--- config.mk ---
export PLATFORM = sky130hd
export DESIGN_NAME = junction_phase_scheduler
export DESIGN_NICKNAME = d
export VERILOG_FILES = /design/src/rtl/junction_phase_scheduler.sv
export SDC_FILE = /design/constraint.sdc
export NUM_CORES = 1
export LEC_CHECK = 0
export BUFFER_PORTS_ARGS = -buffer_cell sky130_fd_sc_hd__buf_2
export CAP_MARGIN = 20
export CORE_MARGIN = 3
export CORE_UTILIZATION = 44
export CTS_BUF_LIST = sky130_fd_sc_hd__clkbuf_2
export DETAILED_ROUTE_END_ITERATION = 16
export GPL_ROUTABILITY_DRIVEN = 0
export PLACE_DENSITY = 0.65
export SLEW_MARGIN = 15
export SYNTH_ARGS = -nofsm -noshare
export SYNTH_HDL_FRONTEND = slang
export SYNTH_SLANG_ARGS = --single-unit
--- constraint.sdc ---
create_clock -name clk -period 2.66 [get_ports clk]
set_input_delay 0.133 -clock clk [delete_from_list [all_inputs] [get_ports clk]]
set_output_delay 0.133 -clock clk [all_outputs]
set_load 0.02 [all_outputs]
--- src/rtl/junction_phase_scheduler.sv ---
// Two-road junction sequencer: eight fixed phases with per-phase dwell timers,
// a latched pedestrian walk served in the all-red phases, and per-road emergency pre-emption.
module junction_phase_scheduler #(
  parameter int TW       = 8,
  parameter int T_ALLRED = 4,
  parameter int T_RY     = 3,
  parameter int T_GREEN  = 20,
  parameter int T_GY     = 5,
  parameter int T_WALK   = 10
) (
  input  logic       clk,
  input  logic       reset,
  input  logic       ped_req,
  input  logic       emg_ns,
  input  logic       emg_ew,
  output logic [2:0] phase,
  output logic       ns_red,
  output logic       ns_yellow,
  output logic       ns_green,
  output logic       ew_red,
  output logic       ew_yellow,
  output logic       ew_green,
  output logic       walk,
  output logic       ped_pending
);

  typedef enum logic [2:0] {
    AR_A  = 3'd0,
    NS_RY = 3'd1,
    NS_G  = 3'd2,
    NS_GY = 3'd3,
    AR_B  = 3'd4,
    EW_RY = 3'd5,
    EW_G  = 3'd6,
    EW_GY = 3'd7
  } phase_t;

  localparam logic [TW-1:0] LD_ALLRED = TW'(T_ALLRED - 1);
  localparam logic [TW-1:0] LD_RY     = TW'(T_RY - 1);
  localparam logic [TW-1:0] LD_GREEN  = TW'(T_GREEN - 1);
  localparam logic [TW-1:0] LD_GY     = TW'(T_GY - 1);
  localparam logic [TW-1:0] LD_WALK   = TW'(T_WALK - 1);

  phase_t        state_q, state_d;
  logic [TW-1:0] timer_q, timer_d;
  logic          walk_d, ped_d, advance, emg_ew_eff;
  logic          ns_red_d, ns_yellow_d, ns_green_d;
  logic          ew_red_d, ew_yellow_d, ew_green_d;

  assign phase = state_q;

  always_comb begin
    state_d    = state_q;
    timer_d    = timer_q - TW'(1);
    walk_d     = walk;
    ped_d      = ped_pending | ped_req;
    advance    = 1'b0;
    emg_ew_eff = emg_ew & ~emg_ns;

    // The served road's green is held; the conflicting road's go phases are cut short.
    case (state_q)
      NS_RY: begin
        if (emg_ew_eff) begin
          state_d = NS_GY;
          timer_d = LD_GY;
        end else advance = (timer_q == '0);
      end
      NS_G: begin
        if (emg_ns) timer_d = timer_q;
        else if (emg_ew_eff) begin
          state_d = NS_GY;
          timer_d = LD_GY;
        end else advance = (timer_q == '0);
      end
      EW_RY: begin
        if (emg_ns) begin
          state_d = EW_GY;
          timer_d = LD_GY;
        end else advance = (timer_q == '0);
      end
      EW_G: begin
        if (emg_ns) begin
          state_d = EW_GY;
          timer_d = LD_GY;
        end else if (emg_ew_eff) timer_d = timer_q;
        else advance = (timer_q == '0);
      end
      default: advance = (timer_q == '0);
    endcase

    if (advance) begin
      state_d = phase_t'(state_q + 3'd1);
      walk_d  = 1'b0;
      case (state_d)
        AR_A, AR_B: begin
          // A walk is only granted when no pre-emption is in progress.
          if ((ped_pending | ped_req) && !(emg_ns | emg_ew)) begin
            timer_d = LD_WALK;
            walk_d  = 1'b1;
            ped_d   = 1'b0;
          end else timer_d = LD_ALLRED;
        end
        NS_RY, EW_RY: timer_d = LD_RY;
        NS_G, EW_G:   timer_d = LD_GREEN;
        default:      timer_d = LD_GY;
      endcase
    end

    ns_red_d    = !(state_d == NS_G || state_d == NS_GY);
    ns_yellow_d = (state_d == NS_RY || state_d == NS_GY);
    ns_green_d  = (state_d == NS_G || state_d == NS_GY);
    ew_red_d    = !(state_d == EW_G || state_d == EW_GY);
    ew_yellow_d = (state_d == EW_RY || state_d == EW_GY);
    ew_green_d  = (state_d == EW_G || state_d == EW_GY);
  end

  always_ff @(posedge clk) begin
    if (reset) begin
      state_q     <= AR_A;
      timer_q     <= LD_ALLRED;
      walk        <= 1'b0;
      ped_pending <= 1'b0;
      ns_red      <= 1'b1;
      ns_yellow   <= 1'b0;
      ns_green    <= 1'b0;
      ew_red      <= 1'b1;
      ew_yellow   <= 1'b0;
      ew_green    <= 1'b0;
    end else begin
      state_q     <= state_d;
      timer_q     <= timer_d;
      walk        <= walk_d;
      ped_pending <= ped_d;
      ns_red      <= ns_red_d;
      ns_yellow   <= ns_yellow_d;
      ns_green    <= ns_green_d;
      ew_red      <= ew_red_d;
      ew_yellow   <= ew_yellow_d;
      ew_green    <= ew_green_d;
    end
  end

endmodule
* After elaboration in Yosys (flattened, before gate mapping)
Cells that the tools add are included.
Cells by class: add/sub/neg operators 2, multiply operators 0, divide/modulo/power cells 0, order comparisons 0, equal/unequal tests 17, shift-type cells 0, multiplexer cells 23, bitwise operators 4, reduce and logical (&&, ||, !) cells 16
Operators by type and width (number):
- two-way mux 8 bit | 6
- one-hot mux 8 bit (4 select lines) | 1
- equality test 3 bit, second input constant | 8
- one-hot mux 8 bit (3 select lines) | 1
- equality test 3 x 2 -> 1 bit, second input constant | 4
- two-way mux 3 bit | 4
- OR reduction 2 bit | 5
- equality test 3 x 1 -> 1 bit, second input constant | 3
- one-hot mux 3 bit (3 select lines) | 1
- zero test 8 bit | 1
- two-way mux 1 bit | 8
- subtractor 8 x 1 -> 8 bit, second input constant | 1
- logical OR 1 bit | 4
- two-way mux 4 bit | 1
- != test 4 bit, second input constant | 1
- adder 3 x 1 -> 3 bit, second input constant | 1
- zero test 1 bit | 3
- zero test 3 bit | 1
- != test 3 bit, second input constant | 1
- one-hot mux 1 bit (3 select lines) | 1
- OR 1 bit | 2
- AND reduction 2 bit | 1
- bitwise AND 1 bit | 1
- logical AND 1 bit | 1
- NOT 1 bit | 1
Word-level totals: register bits after elaboration 19, bits in latches 0, memory bits (writable) 0, bits in read-only memories 0, input port bits 5, output and inout bits 11, word-level logic and storage cells 72, memories kept 0

* Depth between registers and ports, before layout
depth in word-level cells 9, gate-level depth with buffers 9, depth with buffers taken out 7

* Worst setup path before layout
No wires, ideal clock.
path kind register -> register, start register state_q[0] (netlist: phase[0]), end register timer_q[3], setup time 0.079 ns, arrival time 1.981 ns, data required time 2.581 ns, slack 0.600 ns, stages on the path, launching flop included 7, path buffers 0, period minus slack after synthesis 2.060 ns, path through dfxtp_1 > inv_1 > ha_1 > o221a_2 > o21bai_1 > a311o_1 > a211oi_2
On the way: word-level cells in the longest chain between the ends 5, elaborated cells on any way between the ends 22, classes of those cells 1 x add/sub; 11 x eq/ne; 4 x mux; 6 x reduce/logical
RTL lines:
- start, declared | RTL line 44 | phase_t state_q, state_d;
- start signal, assigned | RTL line 130 | state_q <= state_d;
- adder 3 x 1 -> 3 bit (tied with other cells) | RTL line 92 | state_d = phase_t'(state_q + 3'd1);
- equality test 3 x 2 -> 1 bit (tied with other cells) | RTL line 94 | case (state_d)
- OR reduction 2 bit or one-hot mux 1 bit (3 select lines) (tied branches) | RTL line 94, 61
- one-hot mux 8 bit (3 select lines) (tied with other cells) | RTL line 94
- two-way mux 8 bit or AND reduction 2 bit (tied branches)
- end signal, assigned | RTL line 131 | timer_q <= timer_d;
- end, declared | RTL line 45 | logic [TW-1:0] timer_q, timer_d;
Parallel ways exist; a longest one is shown, timed or not. A chain may end at the register's enable or synchronous reset.

* Worst setup path after layout
Ends and elaborated chain as after synthesis.

==> metrics.md <==
| Metric | Value |
|---|---|
| Status | completed |
| Row cnt | 17 |
| Crit path max-delay family | compound AO/OA/AOI/OAI gates |
| Fin crit share | 82.7% |
| Max VDD drop | 577 uV |
| WL final | 2320 um |
| Max-cap violation count | 0 |
| Async S/R FF share, synth | 0% |
| Skew final | 0.00351 ns |
| Worst skew pair latency | 0.32 ns |
| LEAKAGE | 0.492 nW |
| Total number of vias | 974 |
| Top_reg_cell synth | dfxtp_1 |
| Die height | 56.4 um |
| CP max stage delay | 0.60 ns |
| Worst min-delay path class | primary input to register |
| R2R Path Start | phase[0] |
| Worst endpoint data arrival time | 2.46 ns |
| CP startpoint kind | register |
| Final setup violation count | 0 |
| DR WL/cell | 13.7 um |
| Largest net degree at the start of global routing | 21 |
| # clock sinks | 19 |
| GRT overflow | 0 |
| Reg clk slew, reported paths | 0.19 ns |
| Die Footprint | 3180 um2 |
| Slew @ Worst Pin | 0.459 ns |
| Tmin final | 2.20 ns |
| Layout cells sized above 1 | 20.6% |
| Final Util | 52.4% |
| First-pass GRT wire length | 4210 um |
| Post-Synthesis Cells | 127 |
| Hold Violations, Final | 0 |
| Max clock buf depth | 2 |
| Syn nets | 140 |
| Mean post-synth cell area | 8.80 um2 |
| CP bufs+invs | 1 |
| Placed inst area | 1190 um2 |
| Number of distinct library cells after synthesis | 43 |
| Clock root cell | clkbuf_2 |
| Post-synth EDFFs | 0 |
| Antenna-violating nets left | 0 |
| Crit-path max FO | 11 |
| Initial Util | 48.2% |
| WP data required | 2.92 ns |
| # IOs | 16 |
| Reg2Reg Setup Slack | 0.46 ns |
| Critical path origin | phase[0] |
| DR iter-0 viols | 19 |
| Setup TNS | 0 ns |
| Crit path capture type | register |
| RSZ-0062 raised after global routing | false |
| Yosys Warn Count | 0 |
| Sequential fraction of the synthesis area | 34.0% |
| Overall die width | 56.4 um |
| Power per cell area | 1030 nW/um2 |
| Total CTS buffers | 3 |
| Area Overhead vs Synth | 8.73% |
| Number of global-route vias before repair | 953 |
| Total GRT Usage | 16.3% |
| Worst slew margin | 69.4% |
| Synth Cell Area | 1120 um2 |
| FMAX | 455 MHz |
| Flip-flop and latch count after synthesis | 19 |
| CTS tree | built |
| Vias/cell | 5.76 |
| CP Class | register to register |
| CORE AREA | 2320 um2 |
| Drt pass-1 iters | 4 |
| Initial antenna violation count | 0 |
| Design area | 1210 um2 |
| CP max-delay cell | dfxtp_1 |
| Crit path cell chain | inv_1 > ha_1 > o221a_2 > o21bai_1 > a311o_1 > a211oi_2 |
| Detailed placement HPWL | 1690 um |
| Layout Nets | 155 |
| IO Port Bufs | 15 |
| Antenna diode count | 0 |
| H-tree depth | 1 |
| Fin. max-slew vios | 0 |
| HP Start | reset |
| Detailed-route DRC error count | 0 |
[flip-flops by register name (all words and copies together) (netlist names)]
register,cells
ew_green,1
ew_red,1
ew_yellow,1
ns_green,1
ns_red,1
ns_yellow,1
ped_pending,1
phase,3
timer_q,8
walk,1
[area by class of cell]
class                           count  area [um2]
Inverter                            5        18.8
Fill cell                         221        1100
Clock buffer                        3        15.0
Timing Repair Buffer               15        75.1
Clock inverter                      1        5.00
Sequential cell                    19         380
Multi-Input combinational cell     98         686
Tap cell                           28        35.0
[synthesized netlist by cell type, types with 2 or more instances]
master / n / area [um2]
nor3_1: 4 / 20.0
ha_1: 8 / 100
dfxtp_1: 19 / 380
nand3b_1: 5 / 37.5
nand2_1: 4 / 15.0
nor4_1: 2 / 12.5
clkbuf_1: 2 / 7.51
o31ai_1: 3 / 22.5
inv_1: 5 / 18.8
a211oi_1: 2 / 15.0
xnor2_1: 2 / 17.5
o21a_1: 2 / 15.0
buf_4: 2 / 15.0
a21o_1: 2 / 15.0
nand2b_1: 4 / 25.0
or3_1: 8 / 50.1
nor2_1: 10 / 37.5
a21oi_1: 14 / 70.1
o21ai_0: 5 / 25.0
[final timing paths]
kind | to | cells after the start
hold reg to reg | walk | 2
hold / removal | timer_q[3] | 2
setup / recovery | timer_q[3] | 6
setup reg to reg | timer_q[3] | 6
[timing repair]
| item | in CTS | in global routing |
|---|---|---|
| endpoints found under the setup margin | 0 | 1 |
| hold buffers | 0 | 0 |
| setup buffers | 0 | 0 |
| gates resized for setup | 0 | 1 |
[layout by cell type, fill, tap and decap left out, types with 3 or more instances in the layout]
master	count
nor3_1	4
ha_1	8
clkbuf_2	3
o21ai_0	5
a21oi_1	14
or3_1	8
dfxtp_1	19
buf_2	15
nand3b_1	5
nand2_1	4
nor2_1	10
nand2b_1	4
o31ai_1	3
inv_1	5
[through the flow]
step	std cells	hold slack, ns	setup slack [ns]	power (mW)
after floorplan	127	0.385	0.600	0.980
after global placement	165	0.439	0.373	1.12
after detailed placement	165	0.469	0.330	1.12
after CTS	169	0.171	0.281	1.25
after global routing	169	0.198	0.269	1.37
final	169	0.180	0.461	1.25
[per-layer routing]
metal	track usage [%]	wire, um	up-vias
li1	-	-	497
met1	23.3	1170	453
met2	24.5	1040	19
met3	2.76	84	5
met4	5.42	31	0
met5	0	0	-
[cells by family (layout without fill, tap and decap cells)]
group | count (synthesis) | count (layout) | share of synthesized area, %
muxes | 1 | 1 | 1.01
buffers and inverters | 10 | 24 | 4.70
and+or+nand+nor | 46 | 46 | 24.0
xor gates and xnor gates | 3 | 3 | 2.35
AOI/OAI and AO/OA | 40 | 40 | 25.0
adders and majority gates | 8 | 8 | 8.96
DFF | 19 | 19 | 34.0
[where the power goes]
part | switching [mW] | internal [mW] | total [mW]
clock | 0.0946 | 0.0341 | 0.129
sequential | 0.0907 | 0.366 | 0.457
combinational | 0.364 | 0.297 | 0.661
total | 0.549 | 0.697 | 1.25
No activity file was read; power rests on OpenSTA's default activity.
